File: config.mk
export PLATFORM = sky130hd
export DESIGN_NAME = ws2812b_frame_scheduler_flat
export DESIGN_NICKNAME = d
export VERILOG_FILES = /design/src/rtl/ws2812b_frame_scheduler_if.sv /design/src/rtl/ws2812b_frame_scheduler.sv /design/src/flat_wrapper.sv
export SDC_FILE = /design/constraint.sdc
export NUM_CORES = 1
export LEC_CHECK = 0
export ABC_AREA = 1
export CAP_MARGIN = 10
export CORE_MARGIN = 5
export CORE_UTILIZATION = 35
export CTS_CLUSTER_DIAMETER = 150
export DETAILED_ROUTE_END_ITERATION = 16
export DONT_BUFFER_PORTS = 1
export PLACE_DENSITY = 0.56
export SYNTH_ARGS = -nofsm -noshare
export SYNTH_HDL_FRONTEND = slang
export SYNTH_SLANG_ARGS = --single-unit
File: constraint.sdc
create_clock -name clock -period 3 [get_ports clock]
set_clock_uncertainty 0.1 [all_clocks]
set_input_delay 0.6 -clock clock [delete_from_list [all_inputs] [get_ports clock]]
set_output_delay 0.6 -clock clock [all_outputs]
set_load 0.03 [all_outputs]
File: src/rtl/ws2812b_frame_scheduler_if.sv
// Host write port, frame request/status and serializer pixel stream of the
// WS2812B frame scheduler, bundled so host and scheduler agree on one signal set.
interface ws2812b_frame_scheduler_if;
  logic        wr_en;
  logic [7:0]  wr_addr;
  logic [23:0] wr_data;
  logic        start;
  logic        busy;
  logic        frame_done;
  logic [23:0] px_data;
  logic        px_valid;
  logic        px_ready;
  logic        latch;

  modport master (
    output wr_en, wr_addr, wr_data, start, px_ready,
    input  busy, frame_done, px_data, px_valid, latch
  );

  modport slave (
    input  wr_en, wr_addr, wr_data, start, px_ready,
    output busy, frame_done, px_data, px_valid, latch
  );
endinterface

File: src/rtl/ws2812b_frame_scheduler.sv
// Double-buffered WS2812B frame controller: snapshots the host pixel store,
// streams one GRB word per LED to the serializer, then holds the latch gap.
module ws2812b_frame_scheduler #(
  parameter int NUM_LEDS       = 4,
  parameter int RESET_CYCLES   = 2500,
  parameter int REFRESH_CYCLES = 0
) (
  input logic                      clock,
  input logic                      reset,
  ws2812b_frame_scheduler_if.slave bus
);

  typedef enum logic [1:0] {IDLE, SEND, LATCH} state_t;

  localparam logic [7:0]  LAST_IDX     = 8'(NUM_LEDS - 1);
  localparam logic [15:0] LATCH_LAST   = 16'(RESET_CYCLES - 1);
  localparam logic [23:0] REFRESH_LAST = 24'(REFRESH_CYCLES - 1);
  localparam bit          REFRESH_EN   = (REFRESH_CYCLES > 0);

  state_t      state_q, state_d;
  logic [7:0]  idx_q, idx_d;
  logic [15:0] latchCnt_q, latchCnt_d;
  logic [23:0] refreshCnt_q, refreshCnt_d;
  logic        pending_q, pending_d;
  logic [23:0] pxData_q, pxData_d;
  logic        frameDone_q, frameDone_d;

  logic [23:0] back_q  [NUM_LEDS];
  logic [23:0] back_d  [NUM_LEDS];
  logic [23:0] front_q [NUM_LEDS];

  logic        snapshot;
  logic [7:0]  nextIdx;
  logic [23:0] frontNext;
  logic        refreshHit;
  logic        requestNow;

  // Host writes land in back_d first so a snapshot taken in the same cycle sees them.
  always_comb begin
    back_d = back_q;
    for (int i = 0; i < NUM_LEDS; i++) begin
      if (bus.wr_en && (bus.wr_addr == 8'(i))) begin
        back_d[i] = bus.wr_data;
      end
    end
  end

  always_comb begin
    nextIdx   = idx_q + 8'd1;
    frontNext = '0;
    for (int i = 0; i < NUM_LEDS; i++) begin
      if (nextIdx == 8'(i)) begin
        frontNext = front_q[i];
      end
    end
  end

  assign refreshHit = REFRESH_EN && (refreshCnt_q == REFRESH_LAST);
  assign requestNow = pending_q | bus.start;

  always_comb begin
    state_d      = state_q;
    idx_d        = idx_q;
    latchCnt_d   = latchCnt_q;
    refreshCnt_d = refreshCnt_q;
    pending_d    = pending_q;
    pxData_d     = pxData_q;
    frameDone_d  = 1'b0;
    snapshot     = 1'b0;

    case (state_q)
      IDLE: begin
        if (bus.start || refreshHit) begin
          snapshot     = 1'b1;
          state_d      = SEND;
          idx_d        = '0;
          refreshCnt_d = '0;
          pxData_d     = back_d[0];
        end else if (REFRESH_EN) begin
          refreshCnt_d = refreshCnt_q + 24'd1;
        end
      end

      SEND: begin
        pending_d = requestNow;
        if (bus.px_ready) begin
          if (idx_q == LAST_IDX) begin
            state_d    = LATCH;
            latchCnt_d = '0;
          end else begin
            idx_d    = nextIdx;
            pxData_d = frontNext;
          end
        end
      end

      LATCH: begin
        if (latchCnt_q == LATCH_LAST) begin
          frameDone_d = 1'b1;
          // A request seen during the frame chains straight into a fresh one.
          if (requestNow) begin
            pending_d    = 1'b0;
            snapshot     = 1'b1;
            state_d      = SEND;
            idx_d        = '0;
            refreshCnt_d = '0;
            pxData_d     = back_d[0];
          end else begin
            state_d = IDLE;
          end
        end else begin
          latchCnt_d = latchCnt_q + 16'd1;
          pending_d  = requestNow;
        end
      end

      default: state_d = IDLE;
    endcase
  end

  always_ff @(posedge clock) begin
    if (reset) begin
      state_q      <= IDLE;
      idx_q        <= '0;
      latchCnt_q   <= '0;
      refreshCnt_q <= '0;
      pending_q    <= 1'b0;
      pxData_q     <= '0;
      frameDone_q  <= 1'b0;
      for (int i = 0; i < NUM_LEDS; i++) begin
        back_q[i]  <= '0;
        front_q[i] <= '0;
      end
    end else begin
      state_q      <= state_d;
      idx_q        <= idx_d;
      latchCnt_q   <= latchCnt_d;
      refreshCnt_q <= refreshCnt_d;
      pending_q    <= pending_d;
      pxData_q     <= pxData_d;
      frameDone_q  <= frameDone_d;
      back_q       <= back_d;
      if (snapshot) begin
        front_q <= back_d;
      end
    end
  end

  assign bus.busy       = (state_q != IDLE);
  assign bus.px_valid   = (state_q == SEND);
  assign bus.latch      = (state_q == LATCH);
  assign bus.px_data    = pxData_q;
  assign bus.frame_done = frameDone_q;

endmodule

File: src/flat_wrapper.sv
// flat-port wrapper written by rule: the top's interface ports become plain ports
module ws2812b_frame_scheduler_flat 
#(
  parameter int NUM_LEDS       = 4,
  parameter int RESET_CYCLES   = 2500,
  parameter int REFRESH_CYCLES = 0
)
  (clock, reset, bus_wr_en, bus_wr_addr, bus_wr_data, bus_start, bus_px_ready, bus_busy, bus_frame_done, bus_px_data, bus_px_valid, bus_latch);
  ws2812b_frame_scheduler_if bus_i ();
  input logic clock;
  input logic reset;
  input wire logic [$bits(bus_i.wr_en)-1:0] bus_wr_en;
  input wire logic [$bits(bus_i.wr_addr)-1:0] bus_wr_addr;
  input wire logic [$bits(bus_i.wr_data)-1:0] bus_wr_data;
  input wire logic [$bits(bus_i.start)-1:0] bus_start;
  input wire logic [$bits(bus_i.px_ready)-1:0] bus_px_ready;
  output wire logic [$bits(bus_i.busy)-1:0] bus_busy;
  output wire logic [$bits(bus_i.frame_done)-1:0] bus_frame_done;
  output wire logic [$bits(bus_i.px_data)-1:0] bus_px_data;
  output wire logic [$bits(bus_i.px_valid)-1:0] bus_px_valid;
  output wire logic [$bits(bus_i.latch)-1:0] bus_latch;
  assign bus_i.wr_en = bus_wr_en;
  assign bus_i.wr_addr = bus_wr_addr;
  assign bus_i.wr_data = bus_wr_data;
  assign bus_i.start = bus_start;
  assign bus_i.px_ready = bus_px_ready;
  assign bus_busy = bus_i.busy;
  assign bus_frame_done = bus_i.frame_done;
  assign bus_px_data = bus_i.px_data;
  assign bus_px_valid = bus_i.px_valid;
  assign bus_latch = bus_i.latch;
  ws2812b_frame_scheduler #(.NUM_LEDS(NUM_LEDS), .RESET_CYCLES(RESET_CYCLES), .REFRESH_CYCLES(REFRESH_CYCLES)) u_core (.clock(clock), .reset(reset), .bus(bus_i));
endmodule
==> results.cfg <==
[clocking]
cts_resized = 0
cts_made_buffers = 27
clockBufferDepth = 3
cts_tree = yes
clk_pin_slew_worst_paths_ps = 60
post_cts_buffers = 0
cts-root-buf = clkbuf_16
h-tree-depth = 1
clk_latency_ps = 540
holdBufCountCts = 0
clock_sinks = 244

[floorplan]
rows = 64
die_area_um2 = 34300
core-area_um2 = 30400
die_w_um = 185
die_y_um = 185
io_pins = 65
initial_core_util_pct = 35.3

[run]
max_cap_violations = 0

[timing]
period_minus_slack_ps = 2620
rsz0062_at_grt = false
final.setup.tns_ps = 0
finalCritPeriodShare_pct = 87.3
worstMarginPinSlew_ps = 574
setup_viol = 0
slew_violations = 0
max_freq_ghz = 0.382
maxSlewHeadroom_pct = 61.7
final_hold_viol_count = 0

[routing]
dr_total_vias = 9056
drt_pass1_iterations = 5
drc_errors = 0
viasPerCell = 4.84
wl_per_cell_um = 15.0
drt_iter0_drc = 523
ant_nets = 0
wl_um = 28100

[global_route]
grt_max_degree = 216
grt_pass1_wl_um = 45800
antenna_found_initial = 0
grt_overflow = 0
grtUsageTotal_pct = 16.4
grt_pass1_vias = 8442

[power_and_ir_drop]
switchingPower_w = 0.00257
pwr-share-seq_pct = 43.1
comb_power_share_pct = 16.2
p_clk_share_pct = 40.7
power.internal_w = 0.00611
switching_share_pct = 29.6
ir_drop_v = 0.000428
p_per_area_nw_per_um2 = 722
finalPower_w = 0.00867
power_leakage_nw = 5.13

[synth]
ys_top_cells_by_area = dfxtp_1 (45%), nor2_1 (13%), nand2_1 (8.1%)
yosysTopAreaCellShare_pct = 45.4
ys_types = 36
yosys_register_bits = 244
ys_seq_area_share_pct = 45.4
postSynthCellCount = 1497
post_synth.cell_area_avg_um2 = 7.18
synth_nets = 1539
yosys.area.top_type = dfxtp_1
syn_area_um2 = 10800
synth_warnings = 0

[critical_path]
crit_path_end_kind = flop
path_buf_inv = 1
cp-startpoint = u_core.idx_q[1]
cp_max_fo = 34
critPathArrivalTime_ps = 2980
path_cells = ha_1 > nand3_2 > o21ai_1 > nand2_1 > nor2_8 > nand2_1 > nor3_4 > buf_4 > nor2_1 > nand2_1 > nand2_1 > a21oi_1
worstReg2RegStart = u_core.idx_q[1]
start_kind = flop
path_delay_family = simple AND/OR/NAND/NOR gates
required_ps = 3360
crit_type = flop to flop
cpMostUsedCell = nand2_1
cp_slowest_cell = dfxtp_1
cpPeakStageDelay_ps = 420
ff2ff_setup_slack_ps = 380

[finish]
layout-drive-gt1-share_pct = 6.04
final_common_cell = nor2_1
mostFrequentLayoutCells = nor2_1 (374), dfxtp_1 (244), nand2_1 (229)
fin_nets = 1495
synthToLayoutAreaGrowth_pct = 11.7
n_fill_cell = 3194
antenna_cells = 0
fin_cells = 1870

[place]
place_inst = 1820
post-dp-hpwl_um = 17600
port_buffers = 0
place.gp.congestion = 0.811

[status]
status = finished clean

[worst_hold_path]
hp-start = reset
min-delay-path-class = input pin to flop
==> path summary, 6_finish.rpt <==
| check | endpoint | cells past startpoint |
|---|---|---|
| hold reg to reg | u_core.front_q[40] | 2 |
| hold / removal | u_core.front_q[20] | 1 |
| setup reg to reg | u_core.bus.px_data[1] | 12 |
| setup / recovery | u_core.bus.px_data[1] | 12 |
==> power by group through the flow <==
stage | Clock [W] | Sequential (W) | Combinational [W]
after global placement | 0 | 0.00381 | 0.00140
after global routing | 0.00378 | 0.00377 | 0.00161
after floorplan | 0 | 0.00373 | 0.00116
final | 0.00353 | 0.00374 | 0.00140
after detailed placement | 0 | 0.00382 | 0.00141
after CTS | 0.00363 | 0.00374 | 0.00142
==> cell usage after synthesis (all sizes together) <==
cell type / n
clkbuf: 48
dfxtp: 244
nand3: 23
nor2: 377
o21ai: 103
buf: 50
or2: 2
inv: 157
nand2: 232
nand4: 32
nor4: 3
nor3b: 1
ha: 5
nand3b: 1
nor3: 7
xor2: 3
a211oi: 103
xnor2: 4
a21oi: 75
o21bai: 1
mux2i: 25
o22ai: 1
==> metal layers <==
metal	up-vias	track usage, %	wire length [µm]
li1	4760	-	-
met1	4127	22.6	13400
met2	145	26.8	12600
met3	24	3.40	1610
met4	0	3.35	418
met5	-	0	0
==> cell type report <==
class | count | area (µm²) | share of cell area [%]
Sequential cell | 244 | 4880 | 40.7
Multi-Input combinational cell | 998 | 4820 | 40.1
Clock buffer | 37 | 783 | 6.52
Inverter | 157 | 594 | 4.95
Tap cell | 396 | 495 | 4.13
Timing Repair Buffer | 25 | 250 | 2.08
Clock inverter | 13 | 183 | 1.52
==> state kept, by name, indices dropped and copies added (netlist names) <==
| name | flops |
|---|---|
| u_core.back_q | 96 |
| u_core.front_q | 96 |
| u_core.bus.px_data | 24 |
| u_core.latchCnt_q | 16 |
| u_core.idx_q | 8 |
| u_core.state_q | 2 |
| u_core.bus.frame_done | 1 |
| u_core.pending_q | 1 |
==> logic make-up (layout without fill, tap and decap cells) <==
kind of cell    after synthesis  after routing  share of synthesized area (%)
fa+ha+maj                     5              5                          0.582
compound gates              283            283                           15.6
flops                       244            244                           45.4
buf+inv                     255            232                           9.91
xor+xnor                      7              7                          0.640
simple gates                678            678                           25.5
mux                          25             25                           2.33
==> through the flow <==
stage / setup slack (ps) / hold slack [ps] / instance area (µm²) / util (%)
floorplan: 888 / 355 / 10800 / -
global placement: 455 / 373 / 11000 / 36.3
detailed placement: 365 / 381 / 11000 / 36.3
CTS: 333 / 14.3 / 12000 / 39.5
global route: 54.3 / 19.2 / 12000 / 39.5
finish: 380 / 64.3 / 12000 / 39.5
Power figures use the tool's default switching activity.
